## config.mk

```make
export PLATFORM = sky130hd
export DESIGN_NAME = digit_serial_add_sub_flat
export DESIGN_NICKNAME = d
export VERILOG_FILES = /design/src/rtl/digit_serial_add_sub_pkg.sv /design/src/rtl/digit_serial_add_sub_if.sv /design/src/rtl/digit_serial_add_sub_fa.sv /design/src/rtl/digit_serial_add_sub.sv /design/src/flat_wrapper.sv
export SDC_FILE = /design/constraint.sdc
export NUM_CORES = 1
export LEC_CHECK = 0
export BUFFER_PORTS_ARGS = -buffer_cell sky130_fd_sc_hd__buf_4
export CAP_MARGIN = 0
export CORE_AREA = 2 2 39 41
export CTS_BUF_LIST = sky130_fd_sc_hd__clkbuf_2 sky130_fd_sc_hd__clkbuf_4 sky130_fd_sc_hd__clkbuf_8
export CTS_CLUSTER_DIAMETER = 60
export DETAILED_ROUTE_END_ITERATION = 12
export DIE_AREA = 0 0 41 43
export PLACE_DENSITY = 0.68
export RECOVER_POWER = 25
export REMOVE_ABC_BUFFERS = 1
export SLEW_MARGIN = 25
export SYNTH_ARGS = -nofsm -noshare
export SYNTH_HDL_FRONTEND = slang
export SYNTH_HIERARCHICAL = 1
export SYNTH_SLANG_ARGS = --single-unit
```

## constraint.sdc

```tcl
create_clock -name clk -period 3.14 [get_ports clk]
set_input_delay 0.471 -clock clk [delete_from_list [all_inputs] [get_ports clk]]
set_output_delay 0.471 -clock clk [all_outputs]
set_load 0.01 [all_outputs]
```

## src/rtl/digit_serial_add_sub_pkg.sv

```systemverilog
// Shared defaults, mode encoding and state encoding for the digit-serial adder/subtractor.
package digit_serial_pkg;

  localparam int DIGIT_W_DEF     = 1;
  localparam int WORD_DIGITS_DEF = 8;

  typedef enum logic {
    MODE_ADD = 1'b0,
    MODE_SUB = 1'b1
  } mode_e;

  typedef enum logic {
    ST_IDLE = 1'b0,
    ST_BUSY = 1'b1
  } state_e;

endpackage

```

## src/rtl/digit_serial_add_sub_if.sv

```systemverilog
// Beat-level bus between a digit source and the serial adder/subtractor.
interface digit_serial_add_sub_if #(
  parameter int DIGIT_W = digit_serial_pkg::DIGIT_W_DEF
);
  logic               in_valid;
  logic               first;
  logic               mode;
  logic [DIGIT_W-1:0] a;
  logic [DIGIT_W-1:0] b;
  logic               out_valid;
  logic [DIGIT_W-1:0] sum;
  logic               out_last;
  logic               carry_out;
  logic               overflow;
  logic               err;

  modport master (
    output in_valid, first, mode, a, b,
    input  out_valid, sum, out_last, carry_out, overflow, err
  );

  modport slave (
    input  in_valid, first, mode, a, b,
    output out_valid, sum, out_last, carry_out, overflow, err
  );
endinterface

```

## src/rtl/digit_serial_add_sub_fa.sv

```systemverilog
// Combinational ripple of W full adders built from gates only; also exposes the
// carry into the top bit so the caller can form signed overflow.
module digit_full_adder #(
  parameter int W = 1
) (
  input  logic [W-1:0] a,
  input  logic [W-1:0] b,
  input  logic         cin,
  output logic [W-1:0] s,
  output logic         cout,
  output logic         cmsb_in
);
  logic [W:0] c;

  assign c[0] = cin;

  for (genvar i = 0; i < W; i++) begin : g_bit
    logic p;
    assign p      = a[i] ^ b[i];
    assign s[i]   = p ^ c[i];
    assign c[i+1] = (a[i] & b[i]) | (c[i] & p);
  end

  assign cout    = c[W];
  assign cmsb_in = c[W-1];
endmodule

```

## src/rtl/digit_serial_add_sub.sv

```systemverilog
// Digit-serial two's-complement adder/subtractor, LSB digit first, one digit per cycle.
//   state   | meaning
//   ST_IDLE | no word open; only a first beat is accepted
//   ST_BUSY | word open; next beat continues it at digit index cnt
module digit_serial_add_sub
  import digit_serial_pkg::*;
#(
  parameter int DIGIT_W     = DIGIT_W_DEF,
  parameter int WORD_DIGITS = WORD_DIGITS_DEF
) (
  input  logic                   clk,
  input  logic                   rst,
  digit_serial_add_sub_if.slave  bus
);
  localparam int               CNT_W    = $clog2(WORD_DIGITS);
  localparam logic [CNT_W-1:0] LAST_IDX = CNT_W'(WORD_DIGITS - 1);

  state_e             state, state_nxt;
  logic [CNT_W-1:0]   cnt, cnt_nxt, idx;
  logic               carry_q, carry_nxt;
  mode_e              mode_q, mode_nxt, mode_eff;

  logic               cin, take, is_last, stray;
  logic [DIGIT_W-1:0] b_eff, s;
  logic               cout, cmsb_in;

  logic               out_valid_q, out_last_q, carry_out_q, overflow_q, err_q;
  logic [DIGIT_W-1:0] sum_q;

  // A first beat restarts the word regardless of state, so it overrides all held context.
  always_comb begin
    mode_eff = bus.first ? mode_e'(bus.mode) : mode_q;
    cin      = bus.first ? bus.mode : carry_q;
    idx      = bus.first ? '0 : cnt;
    take     = bus.in_valid && (bus.first || (state == ST_BUSY));
    is_last  = take && (idx == LAST_IDX);
    stray    = bus.in_valid && !bus.first && (state == ST_IDLE);
    b_eff    = bus.b ^ {DIGIT_W{mode_eff == MODE_SUB}};
  end

  digit_full_adder #(.W(DIGIT_W)) u_fa (
    .a       (bus.a),
    .b       (b_eff),
    .cin     (cin),
    .s       (s),
    .cout    (cout),
    .cmsb_in (cmsb_in)
  );

  always_comb begin
    state_nxt = state;
    cnt_nxt   = cnt;
    carry_nxt = carry_q;
    mode_nxt  = mode_q;
    if (take) begin
      carry_nxt = cout;
      mode_nxt  = mode_eff;
      if (is_last) begin
        state_nxt = ST_IDLE;
        cnt_nxt   = '0;
      end else begin
        state_nxt = ST_BUSY;
        cnt_nxt   = idx + CNT_W'(1);
      end
    end
  end

  always_ff @(posedge clk) begin
    if (rst) begin
      state   <= ST_IDLE;
      cnt     <= '0;
      carry_q <= 1'b0;
      mode_q  <= MODE_ADD;
    end else begin
      state   <= state_nxt;
      cnt     <= cnt_nxt;
      carry_q <= carry_nxt;
      mode_q  <= mode_nxt;
    end
  end

  // Result flags exist only alongside the final digit; otherwise forced low.
  always_ff @(posedge clk) begin
    if (rst) begin
      out_valid_q <= 1'b0;
      sum_q       <= '0;
      out_last_q  <= 1'b0;
      carry_out_q <= 1'b0;
      overflow_q  <= 1'b0;
      err_q       <= 1'b0;
    end else begin
      out_valid_q <= take;
      if (take) sum_q <= s;
      out_last_q  <= is_last;
      carry_out_q <= is_last & cout;
      overflow_q  <= is_last & (cmsb_in ^ cout);
      err_q       <= stray;
    end
  end

  assign bus.out_valid = out_valid_q;
  assign bus.sum       = sum_q;
  assign bus.out_last  = out_last_q;
  assign bus.carry_out = carry_out_q;
  assign bus.overflow  = overflow_q;
  assign bus.err       = err_q;
endmodule

```

## src/flat_wrapper.sv

```systemverilog
// flat-port wrapper written by rule: the top's interface ports become plain ports
module digit_serial_add_sub_flat import digit_serial_pkg::*;
#(
  parameter int DIGIT_W     = DIGIT_W_DEF,
  parameter int WORD_DIGITS = WORD_DIGITS_DEF
)
  (clk, rst, bus_in_valid, bus_first, bus_mode, bus_a, bus_b, bus_out_valid, bus_sum, bus_out_last, bus_carry_out, bus_overflow, bus_err);
  digit_serial_add_sub_if #(.DIGIT_W(DIGIT_W)) bus_i ();
  input  logic clk;
  input  logic rst;
  input wire logic [$bits(bus_i.in_valid)-1:0] bus_in_valid;
  input wire logic [$bits(bus_i.first)-1:0] bus_first;
  input wire logic [$bits(bus_i.mode)-1:0] bus_mode;
  input wire logic [$bits(bus_i.a)-1:0] bus_a;
  input wire logic [$bits(bus_i.b)-1:0] bus_b;
  output wire logic [$bits(bus_i.out_valid)-1:0] bus_out_valid;
  output wire logic [$bits(bus_i.sum)-1:0] bus_sum;
  output wire logic [$bits(bus_i.out_last)-1:0] bus_out_last;
  output wire logic [$bits(bus_i.carry_out)-1:0] bus_carry_out;
  output wire logic [$bits(bus_i.overflow)-1:0] bus_overflow;
  output wire logic [$bits(bus_i.err)-1:0] bus_err;
  assign bus_i.in_valid = bus_in_valid;
  assign bus_i.first = bus_first;
  assign bus_i.mode = bus_mode;
  assign bus_i.a = bus_a;
  assign bus_i.b = bus_b;
  assign bus_out_valid = bus_i.out_valid;
  assign bus_sum = bus_i.sum;
  assign bus_out_last = bus_i.out_last;
  assign bus_carry_out = bus_i.carry_out;
  assign bus_overflow = bus_i.overflow;
  assign bus_err = bus_i.err;
  digit_serial_add_sub #(.DIGIT_W(DIGIT_W), .WORD_DIGITS(WORD_DIGITS)) u_core (.clk(clk), .rst(rst), .bus(bus_i));
endmodule
```

---- Yosys cells after proc, flatten, opt, wreduce, memory -nomap -nowiden ----
Cells that the tools add are included.
cells by class
  add/subtract/negate cells ............... 1
  eq/ne operators ......................... 1
  muxes and demuxes ....................... 5
  bitwise gates (word level) .............. 10
  reduce and logical (&&, ||, !) cells .... 6
operators with widths
  operator                                                       number
  3-bit 2-to-1 mux                                               2
  1-bit bitwise AND                                              4
  1-bit logical AND                                              4
  1-bit bitwise XOR                                              4
  3-bit by 1-bit adder with 3-bit output, second input constant  1
  3-bit equality test, second input constant                     1
  1-bit 2-to-1 mux                                               3
  1-bit zero test                                                1
  1-bit logical OR                                               1
  1-bit inverter                                                 1
  1-bit bitwise OR                                               1
storage, ports and cells
  register bits ........................... 12
  input bits .............................. 7
  output and inout port bits .............. 6
  word-level logic and storage cells ...... 33

---- Depth between registers and ports, before layout ----
Gate-level depths: netlist (run 1).
  depth in word-level cells ............... 7
  gate-level depth with buffers ........... 6
  mapped depth without buffers ............ 6

---- Hierarchy ----
The synthesis (run 1) kept the hierarchy.
modules (own cells, without submodules)
  module                instances  cells each  area each (um2)  sequential area each (um2)
  digit_serial_add_sub  1          51          566.8            240.2
  digit_full_adder      1          2           27.5             0.0

---- Worst setup path before layout (run 1) ----
Ideal clock, no wire load.
  path type ............................... input -> register
  start point ............................. in bus_first
  end point ............................... reg u_core.overflow_q, in the netlist u_core/bus.overflow
  setup time .............................. 0.096 ns
  data arrival time ....................... 1.654 ns
  required time ........................... 3.044 ns
  slack ................................... 1.390 ns
  cell stages on the path ................. 5
  buffers on the path ..................... 1
  cells stage by stage .................... buf_6 -> mux2_2 -> fa_1 -> xnor2_1 -> nor4b_1
on the way
  elaborated cells between the ends (all ways) .. 14
  those cells by class .................... eq/ne (1); mux (3); bitwise (7); reduce/logical (3)
RTL lines
  what                  RTL line                       source
  start, declared       flat_wrapper.sv:12             input wire logic [$bits(bus_i.first)-1:0] bus_first;
  1-bit 2-to-1 mux      digit_serial_add_sub.sv:33     cin = bus.first ? bus.mode : carry_q;
  net u_core.cin        digit_serial_add_sub.sv:23     logic cin, take, is_last, stray;
  1-bit bitwise AND     digit_serial_add_sub_fa.sv:21  assign c[i+1] = (a[i] & b[i]) | (c[i] & p);
  1-bit bitwise OR      digit_serial_add_sub_fa.sv:21
  net u_core.cout       digit_serial_add_sub.sv:25     logic cout, cmsb_in;
  1-bit bitwise XOR     digit_serial_add_sub.sv:96     overflow_q <= is_last & (cmsb_in ^ cout);
  1-bit bitwise AND     digit_serial_add_sub.sv:96
  end signal, assigned  digit_serial_add_sub.sv:96
  end, declared         digit_serial_add_sub.sv:27     logic out_valid_q, out_last_q, carry_out_q, overflow_q, err_q;
The timed path passes the listed nets, and every way through them passes these cells.
A chain may end at the register's enable or synchronous reset.

---- Worst setup path after layout (run 1) ----
Same ends and word-level chain as after synthesis.

==> impl_metrics.ini, run 1 <==
[run_status]
outcome = finished clean

[power_and_ir_drop]
p_leak_nw = 0.302
ir_drop_v = 0.000199
power_mw = 0.336
p_per_area_nw_per_um2 = 479

[setup_path]
cp_max_fo = 12
rr_worst_depth = 5
startpoint = bus_first
cp.required_ns = 3.33
arrival_ns = 1.80
r2r_end = u_core/cnt[2]
worstSetupEndpointType = flip-flop
r2r_setup_slack_ns = 1.62
worstSetupEndpoint = u_core/bus.overflow
crit_type = input port to flip-flop
start_kind = input port
r2r-start = u_core/cnt[1]

[cts]
clockRootBuffer = clkbuf_4
h-tree-depth = 1
clock_sinks = 12
postCtsSetupRepairBufs = 0
clk_path_buf_depth = 2
clk_latency_ns = 0.28
cts_resized = 0
cts_buffers = 3
postCtsHoldBufs = 0
cts_tree = yes
clkSlewWorstSetupHoldPaths_ns = 0.08

[die]
die_y_um = 43
fp.coreArea_um2 = 1380
initial_core_util_pct = 42.9
die_area_um2 = 1760
die_x_um = 41
std_cell_rows = 14
io-pin-count = 13

[final_layout]
seq_area_um2 = 240
area_growth_pct = 18.1
final_area_um2 = 702
multiInputGateArea_um2 = 312
layout.nets = 76
fill_cells = 136
num_antenna_cells = 0
drive_gt1_share_pct = 33.8

[synthesis]
syn_inst = 53
synth_top_cell_area_share_pct = 40.4
ys_top_cells_by_area = dfxtp_1 40%, mux2i_1 8.4%, nand2b_1 6.3%
synth_edf_count = 0
ys.flop_type = dfxtp_1
yosysWarningCount = 6
synthArstFlopShare_pct = 0
syn-cell-area_um2 = 594
ys_seq_area_share_pct = 40.4
netlist-cell-type-count = 23
synth-seq-cells = 12
postSynthAreaPerCell_um2 = 11.2
synth_area_leader_cell = dfxtp_1

[global_routing]
grt_pass1_vias = 366
grt.overflow.total = 0
antenna_found_initial = 0
grt_pass1_wl_um = 1680
grt_max_degree = 17
grt_use_total_pct = 15.0

[routing]
wl_per_cell_um = 12.1
wl_um = 981
num_vias = 414
drc_errors = 0
final_antenna_net_count = 0
first_iter_violations = 8
drtPass1Iterations = 4
vias_per_cell = 5.11

[sta]
setup_slack_ns = 1.53
hold_viol_final = 0
tns_ns = 0
setup-violations-final = 0
min_period_ns = 1.61
max_freq_mhz = 621
rsz0062_at_grt = no
skew_ns = 0.00388
slew_headroom_pct = 65.1
fin_crit_sh_pct = 51.3
tightest_slew_ns = 0.518
slew_viol_final = 0

[min_path]
min_path_type = input port to flip-flop

[placement]
dp_hpwl_um = 724
place.gp.congestion = 0.687
port_buffers = 12
place_area_um2 = 669
dp_slack_ns = 1.23

[run]
drv_cap = 0
==> cell usage after synthesis, types with 2 or more instances <==
cell	n
a211oi_2	2
a21oi_1	2
xnor2_1	2
nor4b_1	2
or3b_1	2
nor2_1	2
and4b_1	2
mux2i_1	5
and2b_2	2
buf_6	2
dfxtp_1	12
nand2b_1	6
ha_1	2
==> worst max-delay path, stage by stage <==
cell     delay [ns]
buf_4          0.15
mux2_2         0.38
fa_1           0.42
xnor2_1        0.15
nor4b_1        0.23
==> where the power goes <==
part           internal, mW  switching, mW  leakage, nW
sequential            0.158        0.00338       0.0979
combinational        0.0238         0.0222        0.183
clock                0.0706         0.0579       0.0210
==> flip-flops by register name, summed over array words and instances, names as in the netlist <==
name	flops
u_core/carry_q	1
u_core/cnt	3
u_core/bus.sum	1
u_core/mode_q	1
u_core/bus.out_valid	1
u_core/bus.err	1
u_core/bus.out_last	1
u_core/state	1
u_core/bus.overflow	1
u_core/bus.carry_out	1
==> through the flow <==
stage / cells / hold slack (ns) / utilization (%)
finish: 81 / 0.454 / 50.7
floorplan: 49 / 0.444 / -
CTS: 81 / 0.457 / 51.0
detailed placement: 77 / 0.465 / 48.4
global route: 81 / 0.462 / 50.7
global placement: 77 / 0.461 / 48.4
==> cell usage in the layout (no fill, tap or decap) <==
master and instances:
buf_4 12, dfxtp_1 12, nand2b_1 6, mux2i_1 5, clkbuf_4 3, nor2_1 2, and2b_2 2, xnor2_1 2
a21oi_1 2, a211oi_2 2, or3b_1 2, and4b_1 2, nor4b_1 2, ha_1 2, clkbuf_8 1, inv_1 1
mux2_2 1, o21a_1 1, nand3_1 1, a21bo_2 1, o21ai_0 1, nor3b_1 1, fa_1 1
==> per-layer routing <==
layer  up-vias  global-route usage (%)  wire length [um]
met4         0                    14.0                47
met1       187                    18.9               448
met5         -                       0                 0
li1        208                       -                 -
met2        14                    19.1               437
met3         5                    4.71                47
==> cell type report <==
type | instances | share of cell area (%)
clock buffers | 4 | 5.17
multi-input cells | 36 | 44.4
well taps | 16 | 2.85
flip-flops and latches | 12 | 34.2
inverters | 1 | 0.535
repair buffers | 12 | 12.8
==> how the worst min path moves through the flow <==
stage | start | end | slack [ns] | cells past startpoint
finish | bus_first | u_core/bus.err | 0.45 | 2
global route | rst | u_core/cnt[0] | 0.46 | 2
CTS | bus_first | u_core/bus.err | 0.46 | 2
detailed placement | u_core/cnt[1] | u_core/cnt[1] | 0.46 | 2
global placement | u_core/cnt[2] | u_core/cnt[2] | 0.46 | 2
floorplan | u_core/cnt[1] | u_core/cnt[1] | 0.44 | 2
==> kinds of logic after synthesis <==
| logic type | after synthesis | synth area share (%) |
|---|---|---|
| simple gates | 18 | 21.9 |
| flops | 12 | 40.4 |
| compound gates | 7 | 10.3 |
| mux | 6 | 10.3 |
| buf+inv | 5 | 6.53 |
| fa+ha+maj | 3 | 7.58 |
| xor+xnor | 2 | 2.95 |
Note: power is estimated with default switching activity, not from simulation.
==> inputs of run 2 (changes only) <==
--- a/config.mk
+++ b/config.mk
@@ -5,6 +5,7 @@
 export SDC_FILE = /design/constraint.sdc
 export NUM_CORES = 1
 export LEC_CHECK = 0
+export ABC_AREA = 1
 export BUFFER_PORTS_ARGS = -buffer_cell sky130_fd_sc_hd__buf_4
 export CAP_MARGIN = 0
 export CORE_AREA = 2 2 39 41
@@ -12,7 +13,7 @@
 export CTS_CLUSTER_DIAMETER = 60
 export DETAILED_ROUTE_END_ITERATION = 12
 export DIE_AREA = 0 0 41 43
-export PLACE_DENSITY = 0.68
+export PLACE_DENSITY = 0.66
 export RECOVER_POWER = 25
 export REMOVE_ABC_BUFFERS = 1
 export SLEW_MARGIN = 25
==> constraint.sdc (replaced) <==
create_clock -name clk -period 1.6 [get_ports clk]
set_input_delay 0.24 -clock clk [delete_from_list [all_inputs] [get_ports clk]]
set_output_delay 0.24 -clock clk [all_outputs]
set_load 0.01 [all_outputs]
==> run 2 against run 1 <==
  * Count of clock-buffer cells in the layout stayed put
  * Core utilization is 0.27 points higher
  * Global-route usage is 0.63 points lower
  * Hold slack worse by 0.31 ns
  * Critical endpoint is now u_core/bus.sum
  * Largest cell class unchanged
==> impl_metrics.ini, run 2 <==
[die]
fp.coreArea_um2 = 1380
io-pin-count = 13
die_x_um = 41
std_cell_rows = 14
initial_core_util_pct = 41.8
die_y_um = 43
die_area_um2 = 1760

[synthesis]
synth_top_cell_area_share_pct = 41.6
netlist-cell-type-count = 18
yosysWarningCount = 6
synthArstFlopShare_pct = 0
synth_edf_count = 0
synthMuxAreaShare_pct = 0
synth-seq-cells = 12
synth-adder-area-share_pct = 7.79
synthTopCellsByCount = 22 x nor2_1, 17 x nand2_1, 12 x dfxtp_1, 9 x inv_1, 4 x inv_2
syn-cell-area_um2 = 578
post-synth-top-count-cell = nor2_1
synthSimpleGateAreaFrac_pct = 33.8
postSynthAreaPerCell_um2 = 7.23
syn_inst = 80
ys.flop_type = dfxtp_1
synth_area_leader_cell = dfxtp_1
synth_top_family_by_area = simple AND/OR/NAND/NOR gates
synth_compound_area_share_pct = 3.68
synth-xor-area-share_pct = 1.52
ys_top_cells_by_area = dfxtp_1 42%, nor2_1 14%, nand2_1 11%
ys_seq_area_share_pct = 41.6

[final_layout]
final_util_pct = 51.0
largest_reg_flops = 3
area_growth_pct = 22.1
drive_gt1_share_pct = 22.1
fill_cells = 146
top_register = u_core/cnt
final_common_cell = nor2_1
layout.nets = 106
multiInputGateArea_um2 = 267
seq_area_um2 = 240
num_antenna_cells = 0
mostFrequentLayoutCells = 22 x nor2_1, 17 x nand2_1, 12 x buf_4, 12 x dfxtp_1, 10 x inv_1

[sta]
slew_viol_final = 0
tightest_slew_ns = 0.733
skew_ns = 0.00166
hold_viol_final = 0
fin_crit_sh_pct = 92.6
tns_ns = 0
max_freq_mhz = 675
setup_slack_ns = 0.119
slew_headroom_pct = 50.6
min_period_ns = 1.48
rsz0062_at_grt = no
setup-violations-final = 0

[placement]
dp_hpwl_um = 788
dp_slack_ns = 0.0685
port_buffers = 12
place.gp.congestion = 0.749

[power_and_ir_drop]
p_leak_nw = 0.370
p_per_area_nw_per_um2 = 953
power_mw = 0.673
ir_drop_v = 0.000378

[routing]
vias_per_cell = 4.42
final_antenna_net_count = 0
num_vias = 491
first_iter_violations = 5
drc_errors = 0
drtPass1Iterations = 2
wl_per_cell_um = 9.28
wl_um = 1030

[min_path]
min_path_type = input port to flip-flop

[setup_path]
arrival_ns = 1.65
start_kind = flip-flop
cp_slowest_cell = fa_1
worstSetupEndpointType = flip-flop
cpMostUsedCell = nand2_1
crit_buf_inv = 1
path_cells = inv_1 > o21ai_0 > nand2_1 > nand2_1 > fa_1 > nand3b_1 > nand2_1 > nor2_1
cp_max_fo = 3
crit_family = simple AND/OR/NAND/NOR gates
cp.required_ns = 1.77
crit_type = flip-flop to flip-flop
max_stage_delay_ns = 0.40

[global_routing]
grt_pass1_wl_um = 1640
antenna_found_initial = 0
grt_max_degree = 9
grt_use_total_pct = 14.4
grt_pass1_vias = 387
grt.overflow.total = 0

[cts]
postCtsHoldBufs = 0
postCtsSetupRepairBufs = 0
clk_latency_ns = 0.27
h-tree-depth = 1
clk_path_buf_depth = 2
clkSlewWorstSetupHoldPaths_ns = 0.08
clock_sinks = 12
cts_resized = 0
clockRootBuffer = clkbuf_4
cts_tree = yes
cts_buffers = 3

[run]
drv_cap = 0

[run_status]
outcome = finished clean
## run 2: changes by cell type after synthesis, sizes merged, moves of 3 or more
cell    previous run  this run
nor2               2        23
inv                1        13
nand2              0        17
nand2b             6         0
mux2i              5         0
nand3              1         4
## run 2: path summary, 6_finish.rpt
check | slack [ns] | cells past startpoint | to | start
setup / recovery | 0.12 | 8 | u_core/bus.sum | u_core/mode_q
hold / removal | 0.14 | 2 | u_core/bus.out_valid | rst
setup reg to reg | 0.12 | 8 | u_core/bus.sum | u_core/mode_q
hold reg to reg | 0.49 | 2 | u_core/bus.sum | u_core/bus.sum
## run 2: final cells by class
cell class | instances | area share (%)
multi-input combinational | 53 | 37.8
timing repair buffer | 13 | 13.3
sequential | 12 | 34.0
inverter | 13 | 6.91
clock buffer | 4 | 5.14
tap | 16 | 2.84
## run 2: metrics by stage
step / instance area [um^2] / std cells / hold slack, ns
6_report: 706 / 111 / 0.144
5_1_grt: 706 / 111 / 0.130
4_1_cts: 713 / 111 / 0.133
3_5_place_dp: 677 / 107 / 0.429
3_3_place_gp: 677 / 107 / 0.427
2_1_floorplan: 559 / 78 / 0.312
## run 2: logic make-up after synthesis
| family | after synthesis |
|---|---|
| buffers and inverters | 15 |
| AOI/OAI and AO/OA | 3 |
| xor gates and xnor gates | 1 |
| DFF | 12 |
| and+or+nand+nor | 46 |
| adders and majority gates | 3 |
## run 2: routing by layer
layer	share of wire [%]	up-vias	GRT usage, %
met2	45	8	19.1
li1	-	269	-
met4	0.87	0	10.0
met3	5.8	2	4.71
met1	48	212	18.9
met5	0	-	0
## run 2: power breakdown
part           switching [mW]  leakage, nW  internal [mW]  total, mW
Clock                   0.101       0.0210          0.138      0.239
Sequential            0.00701       0.0985          0.315      0.323
Combinational          0.0624        0.251         0.0486      0.111
## run 2: worst register-to-register path: stages (launching register included)
cell,delay [ns]
dfxtp_1,0.31
inv_1,0.05
o21ai_0,0.19
nand2_1,0.08
nand2_1,0.09
fa_1,0.40
nand3b_1,0.16
nand2_1,0.06
nor2_1,0.03
